**config.mk**
```make
export PLATFORM = sky130hd
export DESIGN_NAME = ex_operand_stage
export DESIGN_NICKNAME = d
export VERILOG_FILES = /design/src/rtl/ex_operand_stage.sv
export SDC_FILE = /design/constraint.sdc
export NUM_CORES = 1
export LEC_CHECK = 0
export BUFFER_PORTS_ARGS = -buffer_cell sky130_fd_sc_hd__buf_2
export CAP_MARGIN = 0
export CORE_AREA = 2 2 145 147
export CTS_BUF_LIST = sky130_fd_sc_hd__clkbuf_16
export CTS_CLUSTER_SIZE = 16
export DETAILED_ROUTE_END_ITERATION = 8
export DIE_AREA = 0 0 147 149
export GPL_ROUTABILITY_DRIVEN = 0
export PLACE_DENSITY = 0.7
export SLEW_MARGIN = 30
export SYNTH_ARGS = -nofsm -noshare
export SYNTH_HDL_FRONTEND = slang
export SYNTH_SLANG_ARGS = --single-unit
```
**constraint.sdc**
```tcl
create_clock -name i_clk -period 4 [get_ports i_clk]
set_input_delay 0.2 -clock i_clk [delete_from_list [all_inputs] [get_ports i_clk]]
set_output_delay 0.2 -clock i_clk [all_outputs]
set_load 0.05 [all_outputs]
```
**src/rtl/ex_operand_stage.sv**
```systemverilog
// rtl/ex_operand_stage.sv - ID/EX operand stage feeding the RV32I ALU
//
// Purpose:
//   Single-entry ID/EX register. Decoded fields are captured with a valid/ready
//   handshake. The held rs1/rs2 values are resolved against the EX/MEM and
//   MEM/WB write-back sources. Operand A/B and the ALU op are then driven to the ALU.
//   A load-use hazard forces a bubble while the entry holds.
//
// Configuration macro:
//   EX_FORWARD_EN
//     defined   : MEM/WB forwarding muxes are built. o_hazard flags load-use only.
//     undefined : operands come from the registered regfile data. o_hazard flags
//                 any used-rs match against an enabled MEM or WB source.
//
// Ports:
//   i_clk, i_rst          clock, synchronous active-high reset
//   i_valid / o_ready     upstream handshake
//   i_pc, i_rs*_data, i_imm, i_rs1, i_rs2, i_rd, i_rs*_used,
//   i_a_sel, i_b_sel, i_alu_op, i_wb_en     decoded instruction fields
//   i_flush               kill held and incoming instruction
//   i_mem_*               EX/MEM forwarding / hazard source
//   i_wb_*                MEM/WB forwarding / hazard source
//   o_valid / i_ready     downstream handshake
//   o_operand_a/b, o_alu_op                 to ALU
//   o_store_data, o_pc, o_rd, o_wb_en       held/forwarded values for later stages
//   o_hazard              load-use stall indicator
module ex_operand_stage #(
  parameter int XLEN   = 32,
  parameter int REG_AW = 5
) (
  input  logic              i_clk,
  input  logic              i_rst,
  input  logic              i_valid,
  output logic              o_ready,
  input  logic [XLEN-1:0]   i_pc,
  input  logic [XLEN-1:0]   i_rs1_data,
  input  logic [XLEN-1:0]   i_rs2_data,
  input  logic [XLEN-1:0]   i_imm,
  input  logic [REG_AW-1:0] i_rs1,
  input  logic [REG_AW-1:0] i_rs2,
  input  logic [REG_AW-1:0] i_rd,
  input  logic              i_rs1_used,
  input  logic              i_rs2_used,
  input  logic [1:0]        i_a_sel,
  input  logic [1:0]        i_b_sel,
  input  logic [3:0]        i_alu_op,
  input  logic              i_wb_en,
  input  logic              i_flush,
  input  logic [REG_AW-1:0] i_mem_rd,
  input  logic              i_mem_wb_en,
  input  logic              i_mem_is_load,
  input  logic [XLEN-1:0]   i_mem_data,
  input  logic [REG_AW-1:0] i_wb_rd,
  input  logic              i_wb_wb_en,
  input  logic [XLEN-1:0]   i_wb_data,
  output logic              o_valid,
  input  logic              i_ready,
  output logic [XLEN-1:0]   o_operand_a,
  output logic [XLEN-1:0]   o_operand_b,
  output logic [3:0]        o_alu_op,
  output logic [XLEN-1:0]   o_store_data,
  output logic [XLEN-1:0]   o_pc,
  output logic [REG_AW-1:0] o_rd,
  output logic              o_wb_en,
  output logic              o_hazard
);

  logic              v_q,        v_d;
  logic [XLEN-1:0]   pc_q,       pc_d;
  logic [XLEN-1:0]   rs1_data_q, rs1_data_d;
  logic [XLEN-1:0]   rs2_data_q, rs2_data_d;
  logic [XLEN-1:0]   imm_q,      imm_d;
  logic [REG_AW-1:0] rs1_q,      rs1_d;
  logic [REG_AW-1:0] rs2_q,      rs2_d;
  logic [REG_AW-1:0] rd_q,       rd_d;
  logic              rs1_used_q, rs1_used_d;
  logic              rs2_used_q, rs2_used_d;
  logic [1:0]        a_sel_q,    a_sel_d;
  logic [1:0]        b_sel_q,    b_sel_d;
  logic [3:0]        alu_op_q,   alu_op_d;
  logic              wb_en_q,    wb_en_d;

  logic            m_hit1, m_hit2, w_hit1, w_hit2;
  logic [XLEN-1:0] rs1_val, rs2_val;
  logic            hazard;

  // Source matches against the held indices; x0 never matches.
  assign m_hit1 = i_mem_wb_en & (i_mem_rd == rs1_q) & (rs1_q != '0);
  assign m_hit2 = i_mem_wb_en & (i_mem_rd == rs2_q) & (rs2_q != '0);
  assign w_hit1 = i_wb_wb_en  & (i_wb_rd  == rs1_q) & (rs1_q != '0);
  assign w_hit2 = i_wb_wb_en  & (i_wb_rd  == rs2_q) & (rs2_q != '0);

`ifdef EX_FORWARD_EN
  // MEM result is younger than WB, so it wins.
  always_comb begin
    rs1_val = rs1_data_q;
    if (rs1_q == '0)  rs1_val = '0;
    else if (m_hit1)  rs1_val = i_mem_data;
    else if (w_hit1)  rs1_val = i_wb_data;

    rs2_val = rs2_data_q;
    if (rs2_q == '0)  rs2_val = '0;
    else if (m_hit2)  rs2_val = i_mem_data;
    else if (w_hit2)  rs2_val = i_wb_data;
  end

  // Only a load in MEM cannot be forwarded yet; m_hit* already excludes x0.
  assign hazard = v_q & i_mem_is_load &
                  ((rs1_used_q & m_hit1) | (rs2_used_q & m_hit2));
`else
  assign rs1_val = (rs1_q == '0) ? '0 : rs1_data_q;
  assign rs2_val = (rs2_q == '0) ? '0 : rs2_data_q;

  // Without bypassing, any pending write to a used source must drain first.
  assign hazard = v_q & ((rs1_used_q & (m_hit1 | w_hit1)) |
                         (rs2_used_q & (m_hit2 | w_hit2)));

  logic unused_fwd_inputs;
  assign unused_fwd_inputs = ^{i_mem_data, i_wb_data, i_mem_is_load};
`endif

  assign o_hazard = hazard;
  assign o_valid  = v_q & ~hazard;
  assign o_ready  = ~v_q | (i_ready & ~hazard);

  always_comb begin
    o_operand_a = '0;
    case (a_sel_q)
      2'b00:   o_operand_a = rs1_val;
      2'b01:   o_operand_a = pc_q;
      default: o_operand_a = '0;
    endcase
    o_operand_b = '0;
    case (b_sel_q)
      2'b00:   o_operand_b = rs2_val;
      2'b01:   o_operand_b = imm_q;
      2'b10:   o_operand_b = XLEN'(4);
      default: o_operand_b = '0;
    endcase
  end

  assign o_store_data = rs2_val;
  assign o_alu_op     = alu_op_q;
  assign o_pc         = pc_q;
  assign o_rd         = rd_q;
  assign o_wb_en      = wb_en_q;

  always_comb begin
    v_d        = v_q;
    pc_d       = pc_q;
    rs1_data_d = rs1_data_q;
    rs2_data_d = rs2_data_q;
    imm_d      = imm_q;
    rs1_d      = rs1_q;
    rs2_d      = rs2_q;
    rd_d       = rd_q;
    rs1_used_d = rs1_used_q;
    rs2_used_d = rs2_used_q;
    a_sel_d    = a_sel_q;
    b_sel_d    = b_sel_q;
    alu_op_d   = alu_op_q;
    wb_en_d    = wb_en_q;
    if (i_flush) begin
      v_d = 1'b0;
    end else if (i_valid & o_ready) begin
      // Also covers capture-while-draining: the new entry replaces the old.
      v_d        = 1'b1;
      pc_d       = i_pc;
      rs1_data_d = i_rs1_data;
      rs2_data_d = i_rs2_data;
      imm_d      = i_imm;
      rs1_d      = i_rs1;
      rs2_d      = i_rs2;
      rd_d       = i_rd;
      rs1_used_d = i_rs1_used;
      rs2_used_d = i_rs2_used;
      a_sel_d    = i_a_sel;
      b_sel_d    = i_b_sel;
      alu_op_d   = i_alu_op;
      wb_en_d    = i_wb_en;
    end else if (o_valid & i_ready) begin
      v_d = 1'b0;
    end
  end

  always_ff @(posedge i_clk) begin
    if (i_rst) begin
      v_q        <= 1'b0;
      pc_q       <= '0;
      rs1_data_q <= '0;
      rs2_data_q <= '0;
      imm_q      <= '0;
      rs1_q      <= '0;
      rs2_q      <= '0;
      rd_q       <= '0;
      rs1_used_q <= 1'b0;
      rs2_used_q <= 1'b0;
      a_sel_q    <= 2'b00;
      b_sel_q    <= 2'b00;
      alu_op_q   <= 4'b0000;
      wb_en_q    <= 1'b0;
    end else begin
      v_q        <= v_d;
      pc_q       <= pc_d;
      rs1_data_q <= rs1_data_d;
      rs2_data_q <= rs2_data_d;
      imm_q      <= imm_d;
      rs1_q      <= rs1_d;
      rs2_q      <= rs2_d;
      rd_q       <= rd_d;
      rs1_used_q <= rs1_used_d;
      rs2_used_q <= rs2_used_d;
      a_sel_q    <= a_sel_d;
      b_sel_q    <= b_sel_d;
      alu_op_q   <= alu_op_d;
      wb_en_q    <= wb_en_d;
    end
  end

endmodule
```
==> results of run 1 <==
## synth_stat cells, types with 3 or more instances
cell,count
buf_4,10
dfxtp_1,155
xnor2_1,4
clkbuf_1,51
nor3_1,3
nor2b_1,34
buf_8,7
nand2b_1,309
and2_1,3
mux2i_1,154
nor2_1,4
nor4_1,4
xor2_1,16
a22o_1,63
## power by group through the flow
stage	Sequential, uW	Combinational [uW]	Clock (uW)
floorplan	1780	492	0
global placement	1710	773	0
detailed placement	1720	780	0
CTS	1680	782	1590
global route	1690	831	1660
finish	1680	777	1550
## flip-flops by register name, indices dropped and copies added, names as in the netlist
| name | cells |
|---|---|
| a_sel_q | 2 |
| b_sel_q | 2 |
| imm_q | 32 |
| o_alu_op | 4 |
| o_pc | 32 |
| o_rd | 5 |
| o_wb_en | 1 |
| rs1_data_q | 32 |
| rs1_q | 5 |
| rs1_used_q | 1 |
| rs2_data_q | 32 |
| rs2_q | 5 |
| rs2_used_q | 1 |
| v_q | 1 |
## layer usage
layer / share of wire (%) / global-route usage (%) / up-vias
met5: 0.13 / 0 / -
met4: 2.5 / 6.92 / 4
met3: 6.8 / 6.36 / 31
met2: 46 / 30.2 / 201
met1: 44 / 22.4 / 3021
li1: - / - / 3315
## cell families after synthesis
kind of cell           count (synthesis)  share of synthesized area (%)
buffers and inverters                 69                           4.66
multiplexers                         154                           19.1
flip-flops                           155                           38.5
XOR/XNOR                              20                           2.17
AND/OR/NAND/NOR                      361                           27.8
AO/OA/AOI/OAI                         72                           7.73
## how the worst max path moves through the flow
stage / to / slack (ps) / cells past startpoint
2_1_floorplan: o_operand_b[2] / 1260 / 5
5_1_grt: o_operand_b[2] / 1140 / 7
3_3_place_gp: imm_q[28] / 1670 / 6
3_5_place_dp: rs2_data_q[25] / 1620 / 6
6_report: o_operand_b[2] / 1350 / 7
4_1_cts: o_operand_b[2] / 1300 / 7
## metrics by stage
| stage | hold slack (ps) | power [uW] | cells | cell area (um2) | utilization [%] |
|---|---|---|---|---|---|
| 6_report | 32.0 | 4010 | 1392 | 10300 | 50.2 |
| 5_1_grt | 8.05 | 4180 | 1391 | 10300 | 50.2 |
| 4_1_cts | 11.9 | 4050 | 1389 | 10300 | 50.1 |
| 3_5_place_dp | 388 | 2500 | 1356 | 9740 | 47.4 |
| 3_3_place_gp | 378 | 2490 | 1356 | 9740 | 47.4 |
| 2_1_floorplan | 279 | 2270 | 831 | 8060 | - |
## what timing repair did
action	in CTS	in global routing
hold buffers	1	0
setup buffers	0	0
hold endpoints to repair	1	0
## cell type report
type / instances / area, um2
sequential: 155 / 3100
antenna: 3 / 7.51
tap: 275 / 344
timing repair buffer: 319 / 1680
clock inverter: 15 / 134
multi-input combinational: 607 / 4620
inverter: 1 / 3.75
fill: 1967 / 10200
clock buffer: 17 / 425
## worst min-delay path, cell delays in order
cell	delay (ps)
buf_2	90
nand2b_1	50
mux2i_1	60
==> summary.md, run 1 <==
| Metric | Value |
|---|---|
| Vias per cell | approximately 4.7 |
| Setup-failing EPs final | 0 |
| CP Class | reg -> out |
| Area leader, netlist | dfxtp_1 |
| Synthesized area per cell | about 9.7 um2 |
| Largest stage delay on the critical path | 580 ps |
| Setup_tns | 0 ps |
| R2R Path Start | rs1_q[0] |
| Comb pwr share | ~19% |
| Post-Syn Nets | between 1,000 and 1,500 |
| Sequential share of the synthesized area | between 30 and 40% |
| Startpoint type of the worst setup path | flip-flop |
| Worst slack at placement | 1620 ps |
| WP data arrival | 2450 ps |
| Vert. Die Dim | around 150 um |
| Share of cells above drive strength 1 | roughly 32% |
| Worst setup path startpoint | rs2_q[1] |
| Area grow syn2layout | 28.0% |
| Slowest-stage cell, CP | or4_1 |
| Clock Power Share | 38.6% |
| Crit. End Element | primary output |
| Post-DP HPWL | ~14,000 um |
| Power per Cell Area | 388 nW/um2 |
| DR pass1 iterations | 5 |
| Final #Nets | between 1,000 and 1,500 |
| Fin crit period | about 2700 ps |
| Required @ worst endpoint | around 3800 ps |
| First-pass GRT wire length | 32,700 um |
| Final worst-path cycle share | between 60% and 70% |
| Hold WC Path Type | in -> reg |
| Netlist Area Pre-Place | between 8000 and 9000 um2 |
| Routed wire length | roughly 21,000 um |
| R2R setup slack | between 1500 and 2000 ps |
| Relative slew slack | around 40% |
| Synthesis Warnings | 0 |
| Vias | 6,572 |
| Worst vdd ir | 0.301 mV |
| CTS sink cnt | between 150 and 200 |
| Largest net degree at the start of global routing | about 160 |
| Post-synth ARST share | 0% |
| Vias in the first global route | about 6,400 |
| Min-delay src | i_pc[11] |
| Yosys top cell area share | between 30 and 40% |
| Main synth FF type | dfxtp_1 |
| F_max | approximately 380 MHz |
| Wirelength per Cell | roughly 15 um |
| Most frequent cells in the layout | buf_2 (310), nand2b_1 (309), dfxtp_1 (155) |
| Final routed DRC violation total | 0 |
| Core area | 20,600 um2 |
| Crit-path leading delay family | simple AND/OR/NAND/NOR gates |
| Most common cell after layout, fill and taps aside | buf_2 |
| Mapped Cells | between 800 and 900 |
| Root Driver | clkbuf_16 |
| Worst R2R Path Depth | 6 |
| Buf+Inv Stages, Crit Path | 2 |
| Worst-margin pin slew | ~900 ps |
| Max-cap viol count | 0 |
| Critical Path Fanout Max | 32 |
| Leak | around 0.0046 uW |
| Clk buf depth | 2 |
| GRT overflow | 0 |
| Antenna-violating nets left | 0 |
| # IOs | 377 |
| Hold depth | 3 |
| Reg-to-reg endpoint | rs2_data_q[25] |
| Ranking of synthesized cells by area | dfxtp_1 (38%), nand2b_1 (24%), mux2i_1 (19%), a22o_1 (6.8%), nor2b_1 (2.6%) |
| Port Buffers | between 300 and 400 |
| CTS tree | built |
| EDFF count, synth | 0 |
| Die X | about 150 um |
| Die footprint | roughly 22,000 um2 |
| Switch share | between 30% and 40% |
| Initial antenna violation count | 6 |
| Pins Over Slew Limit | 0 |
| CTS-repair resized insts | 0 |
| Synth cell types | 23 |
| Worst clock skew | between 10 and 15 ps |
| Crit-path cells | or4_1 -> nor2_2 -> buf_4 -> nor2b_1 -> nor2_1 -> o21ai_0 -> buf_2 |
| WHS Endpoint | o_pc[11] |
| Register bit count reported by yosys | approximately 160 |
| Total track usage | 18.4% |
| Pint | around 2700 uW |
| NetSw | approximately 1300 uW |
| RSZ-0062 raised after global routing | false |
| Share of power burned in registers | 42.0% |
| Inserted Clock Buffers | 17 |
| Hold Fails Final Rpt | 0 |
| Starting Density | about two fifths |
| H-tree depth | 4 |
| Worst-path clk slew | roughly 70 ps |
| DRT iter0 DRCs | approximately 220 |
| Worst Setup Slack, final | approximately 1300 ps |
| Site Rows | between 50 and 60 |
| Status | complete, no violations |
| Insertion delay to the later sink of the worst-skew pair | around 420 ps |
Power figures use the tool's default switching activity.
==> run 2: changes to the inputs <==
CORE_AREA = 2 2 147 149   (was 2 2 145 147)
DIE_AREA = 0 0 149 151   (was 0 0 147 149)
PLACE_DENSITY = 0.68   (was 0.7)
clock period = 2.5 ns   (was 4 ns; I/O delays follow)
==> summary.md, run 2 (same netlist as run 1, synthesis figures left out) <==
| Metric | Value |
|---|---|
| Status | complete, no violations |
| Core area | approximately 21,000 um2 |
| Worst-path clk slew | 70 ps |
| Pins Over Slew Limit | 0 |
| Worst clock skew | between 10 and 15 ps |
| Most frequent cells in the layout | nand2b_1 (309), buf_2 (309), dlygate4sd3_1 (156) |
| Setup-failing EPs final | 0 |
| H-tree depth | 4 |
| # IOs | 377 |
| Die X | 149 um |
| F_max | around 420 MHz |
| Inserted Clock Buffers | 17 |
| Post-route core utilization | about three fifths |
| DRT iter0 DRCs | 286 |
| Fill count | 1,777 |
| Leak | around 0.0054 uW |
| DR pass1 iterations | 4 |
| Crit-path leading delay family | simple AND/OR/NAND/NOR gates |
| Capture point of the critical path | o_operand_b[1] |
| Final worst-path cycle share | around 96% |
| CP Depth | 6 |
| Relative slew slack | roughly 69% |
| Seq. cell area | a little over 3000 um2 |
| Root Driver | clkbuf_16 |
| Startpoint type of the worst setup path | flip-flop |
| Vert. Die Dim | around 150 um |
| Vias | roughly 7,300 |
| Largest stage delay on the critical path | 580 ps |
| Wirelength per Cell | about 15 um |
| R2R setup slack | roughly 150 ps |
| Setup_tns | 0 ps |
| Starting Density | 38.7% |
| Hold Fails Final Rpt | 0 |
| First-pass GRT wire length | between 30,000 and 40,000 um |
| Post-CTS setup buffer count | 0 |
| Worst-margin pin slew | between 400 and 500 ps |
| Reg-to-reg endpoint | imm_q[26] |
| Initial antenna violation count | 0 |
| Worst setup path startpoint | rs2_q[0] |
| RSZ-0062 raised after global routing | true |
| Clk buf depth | 2 |
| Power per Cell Area | about 560 nW/um2 |
| Share of cells above drive strength 1 | approximately 30% |
| Final #Nets | about 1,500 |
| Port Buffers | 311 |
| Buf+Inv Stages, Crit Path | 2 |
| Routed wire length | roughly 24,000 um |
| Worst vdd ir | 0.415 mV |
| Largest net degree at the start of global routing | approximately 100 |
| Crit-path cells | or4_4 -> nor2_4 -> nor3_2 -> buf_8 -> a22o_1 -> clkbuf_4 |
| Hold WC Path Type | in -> reg |
| Vias in the first global route | 7,462 |
| GRT overflow | 0 |
| Crit. End Element | primary output |
| CTS sink cnt | 155 |
| Antenna-violating nets left | 0 |
| R2R Path Start | rs1_q[0] |
| Vias per cell | around 4.7 |
| CP Class | reg -> out |
| Worst R2R Path Depth | 7 |
| WP data arrival | 2270 ps |
| Required @ worst endpoint | 2380 ps |
| Fin crit period | between 2000 and 2500 ps |
| Area of the multi-input gates | around 4600 um2 |
| Slowest-stage cell, CP | or4_4 |
| Total track usage | about a fifth |
| Area grow syn2layout | 50.2% |
| Critical Path Fanout Max | 31 |
| Post-DP HPWL | ~15,000 um |
| Site Rows | 53 |
| CTS tree | built |
| Die footprint | 22,500 um2 |
| Final routed DRC violation total | 0 |
| Insertion delay to the later sink of the worst-skew pair | between 400 and 500 ps |
| Max-cap viol count | 0 |
run 2: how the worst min path moves through the flow:
stage	depth (start not counted)	slack [ps]	endpoint	startpoint
6_report	3	280	o_pc[12]	i_rst
4_1_cts	3	260	o_pc[10]	i_rst
3_5_place_dp	2	300	v_q	i_flush
3_3_place_gp	2	300	v_q	i_flush
2_1_floorplan	1	200	v_q	i_flush
5_1_grt	3	310	rs1_data_q[11]	i_rst
run 2: stage by stage:
step / worst slack, ps / std cells / hold slack (ps) / cell area, um2 / power, uW
5_1_grt: 2.05 / 1560 / 306 / 12100 / 7060
4_1_cts: 2.61 / 1560 / 264 / 12100 / 6820
6_report: 110 / 1561 / 278 / 12100 / 6770
2_1_floorplan: 203 / 831 / 204 / 8060 / 3630
3_3_place_gp: 242 / 1372 / 301 / 9920 / 4020
3_5_place_dp: 203 / 1372 / 304 / 9920 / 4030
run 2: what timing repair did:
item / CTS / global route
hold buffers: 156 / 0
gates resized for setup: 4 / 7
endpoints found under the setup margin: 25 / 40
endpoints found under the hold margin: 155 / 0
pin swaps: 0 / 1
run 2: worst min-delay path: stages:
cell and delay, ps:
buf_6 230, nand2b_1 200, mux2i_1 110
run 2: where the power goes:
group / internal (uW) / total, uW / switching, uW
Sequential: 2600 / 2690 / 95.3
Clock: 1410 / 2570 / 1160
Combinational: 660 / 1500 / 840
run 2: area by class of cell:
class / count / area share [%]
diodes: 1 / 0.0207
clock buffers: 17 / 3.51
clock inverters: 15 / 1.29
inverters: 1 / 0.0310
multi-input cells: 607 / 38.2
flip-flops and latches: 155 / 25.6
well taps: 275 / 2.84
repair buffers: 490 / 28.5
run 2: metal layers:
layer,vias to the layer above,routed length (um),share of wire (%),GRT usage [%]
li1,3649,-,-,-
met1,3420,9970,42,23.6
met2,231,11600,49,35.1
met3,48,1290,5.5,5.06
met4,0,673,2.9,8.48
met5,-,0,0,0
==> run 3: changes to the inputs <==
ABC_AREA = 1   (was not set)
CORE_AREA = 2 2 145 147   (was 2 2 147 149)
DIE_AREA = 0 0 147 149   (was 0 0 149 151)
PLACE_DENSITY = 0.76   (was 0.68)
==> summary.md, run 3 <==
| Metric | Value |
|---|---|
| Status | complete, no violations |
| Final #Nets | 2,073 |
| Crit-path leading delay family | buffers and inverters |
| Vert. Die Dim | 149 um |
| Most frequent cells in the layout | inv_1 (512), nand2_1 (406), buf_2 (305) |
| Max-cap viol count | 0 |
| First-pass GRT wire length | about 43,000 um |
| Vias per cell | 4.68 |
| CTS sink cnt | about 160 |
| DRT iter0 DRCs | approximately 550 |
| Initial antenna violation count | 2 |
| Buf+Inv Stages, Crit Path | 5 |
| Worst clock skew | approximately 13 ps |
| Total power draw | between 7000 and 8000 uW |
| Post-Syn Nets | 1,819 |
| Leak | 0.00739 uW |
| GRT overflow | 0 |
| Crit. End Element | primary output |
| Largest stage delay on the critical path | 350 ps |
| Crit-path cells | inv_1 -> nand4_1 -> buf_4 -> clkinvlp_4 -> buf_4 -> o32ai_1 -> clkbuf_4 |
| Most common cell after layout, fill and taps aside | inv_1 |
| R2R setup slack | 300 ps |
| Fill count | approximately 2,100 |
| Required @ worst endpoint | around 2400 ps |
| Critical Path Fanout Max | 9 |
| Insertion delay to the later sink of the worst-skew pair | 420 ps |
| Worst R2R Path Depth | 12 |
| Synthesized area per cell | between 5 and 6 um2 |
| Hold WC Path Type | in -> reg |
| Core area | about 21,000 um2 |
| Netlist Area Pre-Place | around 9000 um2 |
| # IOs | around 380 |
| Synthesis Warnings | 0 |
| Final Hold Slack | around 19 ps |
| Fin crit period | 2390 ps |
| Clk buf depth | 2 |
| Total track usage | between 20% and 30% |
| Most frequent CP cell | buf_4 |
| Share of cells above drive strength 1 | 20.3% |
| Setup-failing EPs final | 0 |
| Area leader, netlist | dfxtp_1 |
| Wirelength per Cell | between 10 and 15 um |
| Area grow syn2layout | 25.4% |
| Site Rows | 53 |
| EDFF count, synth | 0 |
| Post-synth ARST share | 0% |
| Die X | around 150 um |
| Final routed DRC violation total | 0 |
| Power per Cell Area | 626 nW/um2 |
| F_max | 418 MHz |
| Ranking of synthesized cells by area | dfxtp_1 (34%), inv_1 (21%), nand2_1 (17%), nand4_1 (11%), nor2_1 (7.2%) |
| Post-DP HPWL | between 15,000 and 20,000 um |
| Root Driver | clkbuf_16 |
| Vias in the first global route | roughly 9,000 |
| Inserted Clock Buffers | 17 |
| Port Buffers | approximately 310 |
| Register bit count reported by yosys | 155 |
| Seq. cell area | 3100 um2 |
| Hold depth | 5 |
| Relative slew slack | a little under two fifths |
| Sequential share of the synthesized area | 33.7% |
| Min-delay src | i_rs2[1] |
| Routed wire length | roughly 27,000 um |
| WHS Endpoint | rs2_q[1] |
| Main synth FF type | dfxtp_1 |
| Vias | a little under 10,000 |
| Met2 usage | about two fifths |
| CTS tree | built |
| Antenna-violating nets left | 0 |
| Hold Fails Final Rpt | 0 |
| Worst-margin pin slew | just over 900 ps |
| R2R Path Start | rs2_q[1] |
| Synth top cells by count | inv_1 (510), nand2_1 (407), nor2_1 (177), dfxtp_1 (155), nand4_1 (155) |
| Worst-path clk slew | 60 ps |
| Yosys top cell area share | 33.7% |
| DR pass1 iterations | 5 |
| Worst vdd ir | 0.458 mV |
| CP Depth | 7 |
| Reg-to-reg endpoint | o_pc[21] |
| Met3 usage | 5.29% |
| Area of the multi-input gates | roughly 3700 um2 |
| Die footprint | between 20,000 and 25,000 um2 |
| Mapped Cells | between 1,500 and 2,000 |
| Grt peak-use layer | met2 |
| Final worst-path cycle share | 95.8% |
| Pins Over Slew Limit | 0 |
| CP Class | reg -> out |
| WP data arrival | approximately 2300 ps |
| Met1 Usage GRT | between 20 and 30% |
| Slowest-stage cell, CP | dfxtp_1 |
| Post-route core utilization | approximately 56% |
| Largest net degree at the start of global routing | between 150 and 200 |
| Starting Density | between 40 and 50% |
| H-tree depth | 4 |
| Synth cell types | 16 |
| Startpoint type of the worst setup path | flip-flop |
| Most numerous cell in the Yosys netlist | inv_1 |
## run 3: tightest hold or removal path: stages
cell and delay, ps:
buf_2 70, inv_1 30, nand4_1 70, nand2_1 50, nor2_1 70
## run 3: metal layers
| layer | vias to the layer above | part of all wire, % |
|---|---|---|
| li1 | 5154 | - |
| met1 | 4405 | 42 |
| met2 | 348 | 48 |
| met3 | 42 | 7.4 |
| met4 | 0 | 2.2 |
| met5 | - | 0 |
## run 3: worst max-delay path by stage
| stage | start | to |
|---|---|---|
| after global placement | rs2_q[3] | o_pc[10] |
| after CTS | rs2_q[1] | o_ready |
| after global routing | rs1_q[3] | o_operand_a[10] |
| final | rs1_q[2] | o_operand_a[10] |
| after detailed placement | rs2_q[3] | o_pc[21] |
| after floorplan | rs2_q[1] | v_q |
## run 3: cells by family after synthesis
family                 count (synthesis)  share of synthesized area [%]
and+or+nand+nor                      746                           34.9
AOI/OAI and AO/OA                     66                           5.32
buffers and inverters                616                           26.1
DFF                                  155                           33.7
## run 3: stage by stage
step	setup TNS (ps)	instance area [um2]	setup WS (ps)	std cells
detailed placement	0	10900	247	2085
global placement	0	10900	262	2085
global route	-11.0	11500	-11.0	2127
floorplan	0	9200	144	1583
CTS	0	11500	72.6	2119
finish	0	11500	106	2127
## run 3: layout make-up
type / instances / share of cell area (%)
Timing Repair inverter: 1 / 0.0651
Antenna cell: 2 / 0.0434
Clock inverter: 15 / 1.17
Tap cell: 275 / 2.98
Inverter: 514 / 16.8
Multi-Input combinational cell: 812 / 32.3
Clock buffer: 17 / 3.69
Sequential cell: 155 / 26.9
Timing Repair Buffer: 336 / 16.0
## run 3: power breakdown
part | switching (uW) | internal (uW) | total [uW]
clock | 1050 | 1450 | 2500
sequential | 75.0 | 2650 | 2720
combinational | 1420 | 576 | 2000
## run 3: timing repair
item,in CTS,in global routing
endpoints found under the hold margin,1,0
hold buffers,2,0
endpoints found under the setup margin,0,15
resized for setup,0,14
buffers inserted,0,5
